--- config.mk ---
export PLATFORM = sky130hd
export DESIGN_NAME = swervolf_sevseg_scan
export DESIGN_NICKNAME = d
export VERILOG_FILES = /design/src/rtl/swervolf_sevseg_pkg.sv /design/src/rtl/swervolf_sevseg_prescaler.sv /design/src/rtl/swervolf_sevseg_scan.sv
export SDC_FILE = /design/constraint.sdc
export NUM_CORES = 1
export LEC_CHECK = 0
export ABC_AREA = 0
export CAP_MARGIN = 10
export CORE_AREA = 5 5 173 175
export DETAILED_ROUTE_END_ITERATION = 10
export DIE_AREA = 0 0 178 180
export GPL_ROUTABILITY_DRIVEN = 0
export SYNTH_ARGS = -nofsm -noshare
export SYNTH_HDL_FRONTEND = slang
export SYNTH_SLANG_ARGS = --single-unit
--- constraint.sdc ---
create_clock -name i_clk -period 9.05 [get_ports i_clk]
set_input_delay 2.715 -clock i_clk [delete_from_list [all_inputs] [get_ports i_clk]]
set_output_delay 2.715 -clock i_clk [all_outputs]
set_load 0.05 [all_outputs]
--- src/rtl/swervolf_sevseg_pkg.sv ---
// Shared definitions for the seven-segment scanner: FSM states,
// Wishbone register map, scan timing and a byte-lane merge helper.
package swervolf_sevseg_pkg;

  typedef enum logic [1:0] {
    ST_IDLE  = 2'd0,
    ST_BLANK = 2'd1,
    ST_ON    = 2'd2
  } scan_state_e;

  // Register word offsets, decoded from i_wb_adr[4:2]
  localparam logic [2:0] REG_DIGITS_L = 3'd0;
  localparam logic [2:0] REG_DIGITS_H = 3'd1;
  localparam logic [2:0] REG_CTRL     = 3'd2;
  localparam logic [2:0] REG_PRESCALE = 3'd3;
  localparam logic [2:0] REG_STATUS   = 3'd4;

  // Scan timing in prescaler ticks per digit
  localparam int ON_TICKS    = 16;
  localparam int BLANK_TICKS = 1;

  localparam logic [3:0] ON_LAST    = 4'(ON_TICKS - 1);
  localparam logic [3:0] BLANK_LAST = 4'(BLANK_TICKS - 1);

  // Replace only the byte lanes selected by sel
  function automatic logic [31:0] byte_merge(input logic [31:0] cur,
                                             input logic [31:0] wdat,
                                             input logic [3:0]  sel);
    logic [31:0] res;
    res = cur;
    for (int i = 0; i < 4; i++) begin
      if (sel[i]) begin
        res[i*8 +: 8] = wdat[i*8 +: 8];
      end else begin
        res[i*8 +: 8] = cur[i*8 +: 8];
      end
    end
    return res;
  endfunction

endpackage

--- src/rtl/swervolf_sevseg_prescaler.sv ---
// Scan tick generator: down-counts from the programmed prescale value and
// fires one tick when the count reaches zero, then reloads. A prescale of 0
// behaves like 1 (a tick every clock). The reload value is sampled at each
// reload, so a new prescale takes effect from the next reload.
module swervolf_sevseg_prescaler (
  input  logic        clk,
  input  logic        rst,
  input  logic        clear,
  input  logic [15:0] reload,
  output logic        tick
);

  logic [15:0] cnt_r;
  logic [15:0] start_s;

  // Start value for a period of max(reload, 1) clocks
  always_comb begin
    start_s = 16'd0;
    if (reload == 16'd0) begin
      start_s = 16'd0;
    end else begin
      start_s = reload - 16'd1;
    end
  end

  // Down-counter; held at the start value while cleared, reloaded on tick
  always_ff @(posedge clk or posedge rst) begin
    if (rst) begin
      cnt_r <= 16'd0;
    end else if (clear || (cnt_r == 16'd0)) begin
      cnt_r <= start_s;
    end else begin
      cnt_r <= cnt_r - 16'd1;
    end
  end

  assign tick = (cnt_r == 16'd0);

endmodule

--- src/rtl/swervolf_sevseg_scan.sv ---
// Wishbone-controlled multiplexed driver for an 8-digit seven-segment
// display. Software writes shadow digit registers; the scanner copies them
// into the active set only at frame boundaries so a frame never tears.
module swervolf_sevseg_scan
  import swervolf_sevseg_pkg::*;
#(
  parameter logic [15:0] DEF_PRESCALE = 16'd6250
) (
  input  logic        i_clk,
  input  logic        i_rst,
  input  logic [4:0]  i_wb_adr,
  input  logic [31:0] i_wb_dat,
  input  logic [3:0]  i_wb_sel,
  input  logic        i_wb_we,
  input  logic        i_wb_cyc,
  input  logic        i_wb_stb,
  output logic [31:0] o_wb_rdt,
  output logic        o_wb_ack,
  output logic        o_frame_irq,
  output logic [7:0]  AN,
  output logic [6:0]  Digits_Bits
);

  // Bus side
  logic        ack_r;
  logic [31:0] rdt_r;
  logic        wb_req_s;
  logic        wb_wr_s;
  logic [2:0]  reg_sel_s;
  logic [31:0] rd_data_s;
  logic        unused_s;

  // Programmable registers
  logic [31:0] shadow_l_r;
  logic [31:0] shadow_h_r;
  logic [31:0] active_l_r;
  logic [31:0] active_h_r;
  logic        scan_en_r;
  logic        irq_en_r;
  logic [3:0]  bright_r;
  logic [15:0] prescale_r;

  // Scanner state
  scan_state_e state_r;
  scan_state_e state_n_s;
  logic [2:0]  digit_r;
  logic [2:0]  digit_n_s;
  logic [3:0]  on_cnt_r;
  logic [3:0]  on_cnt_n_s;
  logic [15:0] frame_cnt_r;
  logic        frame_s;
  logic        copy_s;
  logic        clear_s;
  logic        tick_s;
  logic        irq_r;

  // Display path
  logic [63:0] active_all_s;
  logic [7:0]  digit_byte_s;
  logic        lit_s;
  logic [7:0]  an_n_s;
  logic [6:0]  seg_n_s;
  logic [7:0]  an_r;
  logic [6:0]  seg_r;

  assign wb_req_s  = i_wb_cyc & i_wb_stb & ~ack_r;
  assign wb_wr_s   = wb_req_s & i_wb_we;
  assign reg_sel_s = i_wb_adr[4:2];
  assign unused_s  = &{1'b0, i_wb_adr[1:0]};

  assign o_wb_ack    = ack_r;
  assign o_wb_rdt    = rdt_r;
  assign o_frame_irq = irq_r;
  assign AN          = an_r;
  assign Digits_Bits = seg_r;

  swervolf_sevseg_prescaler u_prescaler (
    .clk    (i_clk),
    .rst    (i_rst),
    .clear  (clear_s),
    .reload (prescale_r),
    .tick   (tick_s)
  );

  // Read data multiplexer; unmapped offsets read as zero
  always_comb begin
    rd_data_s = 32'd0;
    case (reg_sel_s)
      REG_DIGITS_L: rd_data_s = shadow_l_r;
      REG_DIGITS_H: rd_data_s = shadow_h_r;
      REG_CTRL:     rd_data_s = {20'd0, bright_r, 6'd0, irq_en_r, scan_en_r};
      REG_PRESCALE: rd_data_s = {16'd0, prescale_r};
      REG_STATUS:   rd_data_s = {frame_cnt_r, 10'd0, state_r, 1'b0, digit_r};
      default:      rd_data_s = 32'd0;
    endcase
  end

  // Wishbone handshake: one wait state per access, read data captured with ack
  always_ff @(posedge i_clk or posedge i_rst) begin
    if (i_rst) begin
      ack_r <= 1'b0;
      rdt_r <= 32'd0;
    end else begin
      ack_r <= i_wb_cyc & i_wb_stb & ~ack_r;
      if (wb_req_s) begin
        rdt_r <= rd_data_s;
      end
    end
  end

  // Register writes with per-byte-lane enables; STATUS and holes ignore writes
  always_ff @(posedge i_clk or posedge i_rst) begin
    if (i_rst) begin
      shadow_l_r <= 32'd0;
      shadow_h_r <= 32'd0;
      scan_en_r  <= 1'b0;
      irq_en_r   <= 1'b0;
      bright_r   <= 4'd0;
      prescale_r <= DEF_PRESCALE;
    end else if (wb_wr_s) begin
      case (reg_sel_s)
        REG_DIGITS_L: shadow_l_r <= byte_merge(shadow_l_r, i_wb_dat, i_wb_sel);
        REG_DIGITS_H: shadow_h_r <= byte_merge(shadow_h_r, i_wb_dat, i_wb_sel);
        REG_CTRL: begin
          if (i_wb_sel[0]) begin
            scan_en_r <= i_wb_dat[0];
            irq_en_r  <= i_wb_dat[1];
          end
          if (i_wb_sel[1]) begin
            bright_r <= i_wb_dat[11:8];
          end
        end
        REG_PRESCALE: begin
          if (i_wb_sel[0]) begin
            prescale_r[7:0] <= i_wb_dat[7:0];
          end
          if (i_wb_sel[1]) begin
            prescale_r[15:8] <= i_wb_dat[15:8];
          end
        end
        default: ;
      endcase
    end
  end

  // Scan sequencing: IDLE -> BLANK (1 tick) -> ON (16 ticks) -> next digit
  always_comb begin
    state_n_s  = state_r;
    digit_n_s  = digit_r;
    on_cnt_n_s = on_cnt_r;
    frame_s    = 1'b0;
    copy_s     = 1'b0;
    clear_s    = 1'b0;
    case (state_r)
      ST_IDLE: begin
        clear_s    = 1'b1;
        digit_n_s  = 3'd0;
        on_cnt_n_s = 4'd0;
        if (scan_en_r) begin
          state_n_s = ST_BLANK;
          copy_s    = 1'b1;
        end else begin
          state_n_s = ST_IDLE;
        end
      end
      ST_BLANK: begin
        if (!scan_en_r) begin
          state_n_s  = ST_IDLE;
          digit_n_s  = 3'd0;
          on_cnt_n_s = 4'd0;
        end else if (tick_s) begin
          if (on_cnt_r == BLANK_LAST) begin
            state_n_s  = ST_ON;
            on_cnt_n_s = 4'd0;
          end else begin
            on_cnt_n_s = on_cnt_r + 4'd1;
          end
        end else begin
          state_n_s = ST_BLANK;
        end
      end
      ST_ON: begin
        if (!scan_en_r) begin
          state_n_s  = ST_IDLE;
          digit_n_s  = 3'd0;
          on_cnt_n_s = 4'd0;
        end else if (tick_s) begin
          if (on_cnt_r == ON_LAST) begin
            state_n_s  = ST_BLANK;
            on_cnt_n_s = 4'd0;
            digit_n_s  = digit_r + 3'd1;
            if (digit_r == 3'd7) begin
              frame_s = 1'b1;
              copy_s  = 1'b1;
            end else begin
              frame_s = 1'b0;
            end
          end else begin
            on_cnt_n_s = on_cnt_r + 4'd1;
          end
        end else begin
          state_n_s = ST_ON;
        end
      end
      default: begin
        state_n_s  = ST_IDLE;
        digit_n_s  = 3'd0;
        on_cnt_n_s = 4'd0;
      end
    endcase
  end

  // Scanner state, frame counter and frame interrupt pulse
  always_ff @(posedge i_clk or posedge i_rst) begin
    if (i_rst) begin
      state_r     <= ST_IDLE;
      digit_r     <= 3'd0;
      on_cnt_r    <= 4'd0;
      frame_cnt_r <= 16'd0;
      irq_r       <= 1'b0;
    end else begin
      state_r     <= state_n_s;
      digit_r     <= digit_n_s;
      on_cnt_r    <= on_cnt_n_s;
      frame_cnt_r <= frame_cnt_r + {15'd0, frame_s};
      irq_r       <= frame_s & irq_en_r;
    end
  end

  // Shadow-to-active copy at scan start and at each frame boundary
  always_ff @(posedge i_clk or posedge i_rst) begin
    if (i_rst) begin
      active_l_r <= 32'd0;
      active_h_r <= 32'd0;
    end else if (copy_s) begin
      active_l_r <= shadow_l_r;
      active_h_r <= shadow_h_r;
    end
  end

  // Lit only in ON, inside the brightness window, with the digit enabled
  always_comb begin
    active_all_s = {active_h_r, active_l_r};
    digit_byte_s = active_all_s[{digit_r, 3'b000} +: 8];
    lit_s        = (state_r == ST_ON) && (on_cnt_r < bright_r) && digit_byte_s[7];
    an_n_s       = 8'hFF;
    seg_n_s      = 7'h7F;
    if (lit_s) begin
      an_n_s  = ~(8'd1 << digit_r);
      seg_n_s = digit_byte_s[6:0];
    end else begin
      an_n_s  = 8'hFF;
      seg_n_s = 7'h7F;
    end
  end

  // Display outputs registered one clock behind the scanner state
  always_ff @(posedge i_clk or posedge i_rst) begin
    if (i_rst) begin
      an_r  <= 8'hFF;
      seg_r <= 7'h7F;
    end else begin
      an_r  <= an_n_s;
      seg_r <= seg_n_s;
    end
  end

endmodule

==> results.sh <==
export IMPL_drive_above_1_share=0.2572
export IMPL_worstPathArrival_ns=5.27
export IMPL_postCtsHoldBufs=0
export IMPL_min_from="frame_cnt_r[15]$_DFF_PP0_"
export IMPL_portBuffers=92
export IMPL_grt_pass1_vias=7446
export IMPL_dp_hpwl_um=19100
export IMPL_finalInstanceArea_um2=13400
export IMPL_final_max_slew_viol_count=0
export IMPL_r2r_start="u_prescaler.cnt_r[11]$_DFF_PP0_"
export IMPL_fin_nets=1017
export IMPL_synth_top_area_share=0.4920
export IMPL_detail_route_iter0_violations=514
export IMPL_cts_resized=0
export IMPL_track_usage=0.1719
export IMPL_cp_cell_sequence="clkdlybuf4s50_1 -> nand3b_1 -> buf_4 -> nor3_1 -> nor2b_1 -> mux2_2"
export IMPL_htreeDepth=1
export IMPL_rr_worst_depth=8
export IMPL_diodes=0
export IMPL_instances_no_fill=1356
export IMPL_synth_most_common_cell="dfrtp_1"
export IMPL_dieWidth_um=178
export IMPL_dp_cells=1304
export IMPL_fin_crit_sh=0.5379
export IMPL_vias=7239
export IMPL_ir_worst_vdd_mv=0.1110
export IMPL_period_needed_ns=4.868
export IMPL_cts_sinks=240
export IMPL_hold_depth=1
export IMPL_clock_latency_ns=0.54
export IMPL_ys_types=56
export IMPL_wl_per_cell_um=20.27
export IMPL_maxCapViolCount=0
export IMPL_placedInstanceArea_um2=12450
export IMPL_setup_violations=0
export IMPL_cts_buffer_depth=3
export IMPL_cts_tree="yes"
export IMPL_critPathSlowestCell="nor2b_1"
export IMPL_design_portCount=95
export IMPL_cpPeakStageDelay_ns=0.93
export IMPL_grt_overflow_total=0
export IMPL_grt_antenna_before_repair=0
export IMPL_ys_seq_area_frac=0.5416
export IMPL_path_depth=6
export IMPL_ant_nets=0
export IMPL_path_buf_inv=2
export IMPL_power_leakage_uw=0.005892
export IMPL_grt_max_degree=158
export IMPL_syn_inst=857
export IMPL_hold_violations=0
export IMPL_syn_cell_area_um2=11140
export IMPL_critPathTopFamily="simple AND/OR/NAND/NOR gates"
export IMPL_grt_pass1_wl_um=43820
export IMPL_syn_area_per_cell_um2=13.00
export IMPL_initial_core_util=0.3934
export IMPL_via_per_inst=5.338
export IMPL_start_kind="input pin"
export IMPL_dp_slack_ns=3.624
export IMPL_p_per_area_nw_per_um2=227.6
export IMPL_crit_type="input pin to register"
export IMPL_holdCritPathClass="register to register"
export IMPL_cp_required_ns=9.46
export IMPL_rsz0062_at_grt="no"
export IMPL_setup_ws_ns=4.182
export IMPL_worst_pin_slew_ns=1.121
export IMPL_max_slew_margin=0.2512
export IMPL_post_cts_buffers=0
export IMPL_ctsRootBufferMaster="clkbuf_16"
export IMPL_critPathLaunch="i_wb_stb"
export IMPL_wirelength_um=27490
export IMPL_cp_max_fo=35
export IMPL_synthTopCellsByCount="dfrtp_1 (219), mux2_2 (145), nand2_1 (64)"
export IMPL_die_y_um=180
export IMPL_drc=0
export IMPL_ys_ff_latch=240
export IMPL_status="finished clean"
export IMPL_async_flop_share=1.000
export IMPL_whs_ns=0.4762
export IMPL_synth_edf_count=0
export IMPL_skew_ns=0.02117
export IMPL_path_clk_slew_ns=0.06
export IMPL_core_area_um2=28310
export IMPL_endpoint_kind="register"
export IMPL_yosys_warnings=0
export IMPL_die_area_um2=32040
export IMPL_numCtsBuffers=28
export IMPL_synthTopCellsByArea="dfrtp_1 (49%), mux2_2 (15%), dfstp_2 (5.0%)"
export IMPL_drt_pass1_iter_count=4
export IMPL_fin_setup_tns_ns=0
export IMPL_rows=62
export IMPL_synth_ff_type="dfrtp_1"
export IMPL_syn_nets=924
export IMPL_fmax_mhz=205.4
export IMPL_yosys_area_top_type="dfrtp_1"
export IMPL_area_growth_pct=20.32
-- flip-flops by register name (all words and copies together), names as in the netlist --
signal and count:
AN 8, active_h_r 32, scan_en_r 1, irq_en_r 1
o_wb_ack 1, digit_r 3, active_l_r 32, o_wb_rdt 32
o_frame_irq 1, state_r 2, prescale_r 16, frame_cnt_r 16
shadow_l_r 32, u_prescaler.cnt_r 16, bright_r 4, shadow_h_r 32
on_cnt_r 4, Digits_Bits 7
-- cell type report --
type                    instances  area [um^2]
fillers                      2510        14910
flip-flops and latches        240         6032
multi-input cells             555         4838
repair buffers                103         1011
clock buffers                  40        777.0
well taps                     384        480.5
clock inverters                12        176.4
inverters                      22        86.33
-- path summary, 6_finish.rpt --
kind	end	slack [ns]
min in group asynchronous	o_wb_rdt[15]$_DFFE_PP0P_	2.71
setup / recovery	shadow_l_r[24]$_DFFE_PP0P_	4.18
hold / removal	frame_cnt_r[15]$_DFF_PP0_	0.48
max in group asynchronous	o_wb_rdt[16]$_DFFE_PP0P_	5.01
setup reg to reg	frame_cnt_r[14]$_DFF_PP0_	5.91
hold reg to reg	frame_cnt_r[15]$_DFF_PP0_	0.48
-- layer usage --
metal | track usage | vias up | wire, um
li1 | - | 3331 | -
met1 | 0.2479 | 3727 | 12660
met2 | 0.2723 | 142 | 12880
met3 | 0.02899 | 39 | 1347
met4 | 0.04053 | 0 | 608
met5 | 0 | - | 0
-- power breakdown --
part | internal, uW | switching [uW] | total [uW]
Clock | 713 | 444 | 1160
Combinational | 263 | 246 | 509
Sequential | 1240 | 145 | 1390
-- cells in the final DEF, fill, tap and decap left out, drive strengths merged, types with 6 or more instances in the layout --
cell	synthesis	routed
dfrtp	219	219
mux2	154	154
clkdlybuf4s50	0	91
nand2	64	64
clkbuf	28	40
o21ai	35	35
mux2i	31	31
nand3	30	30
a22o	27	27
xor2	23	23
nor2	23	23
dfstp	21	21
ha	21	21
inv	21	21
mux4	20	20
xnor2	15	15
o22ai	15	15
nand4	14	14
buf	12	12
nor2b	10	10
nor3	9	9
nand3b	7	7
nor4	7	7
a2bb2oi	6	6
clkinv	1	6
-- stage by stage --
stage | total power (uW) | util
after floorplan | 1746 | -
after global placement | 1902 | 0.4396
after CTS | 3081 | 0.4733
final | 3051 | 0.4733
after global routing | 3192 | 0.4733
after detailed placement | 1916 | 0.4396
-- logic make-up after synthesis --
logic type,synth area share
simple gates,0.08695
mux,0.2240
compound gates,0.06886
fa+ha+maj,0.02359
flops,0.5416
buf+inv,0.02516
xor+xnor,0.02988
Power figures use the tool's default switching activity.
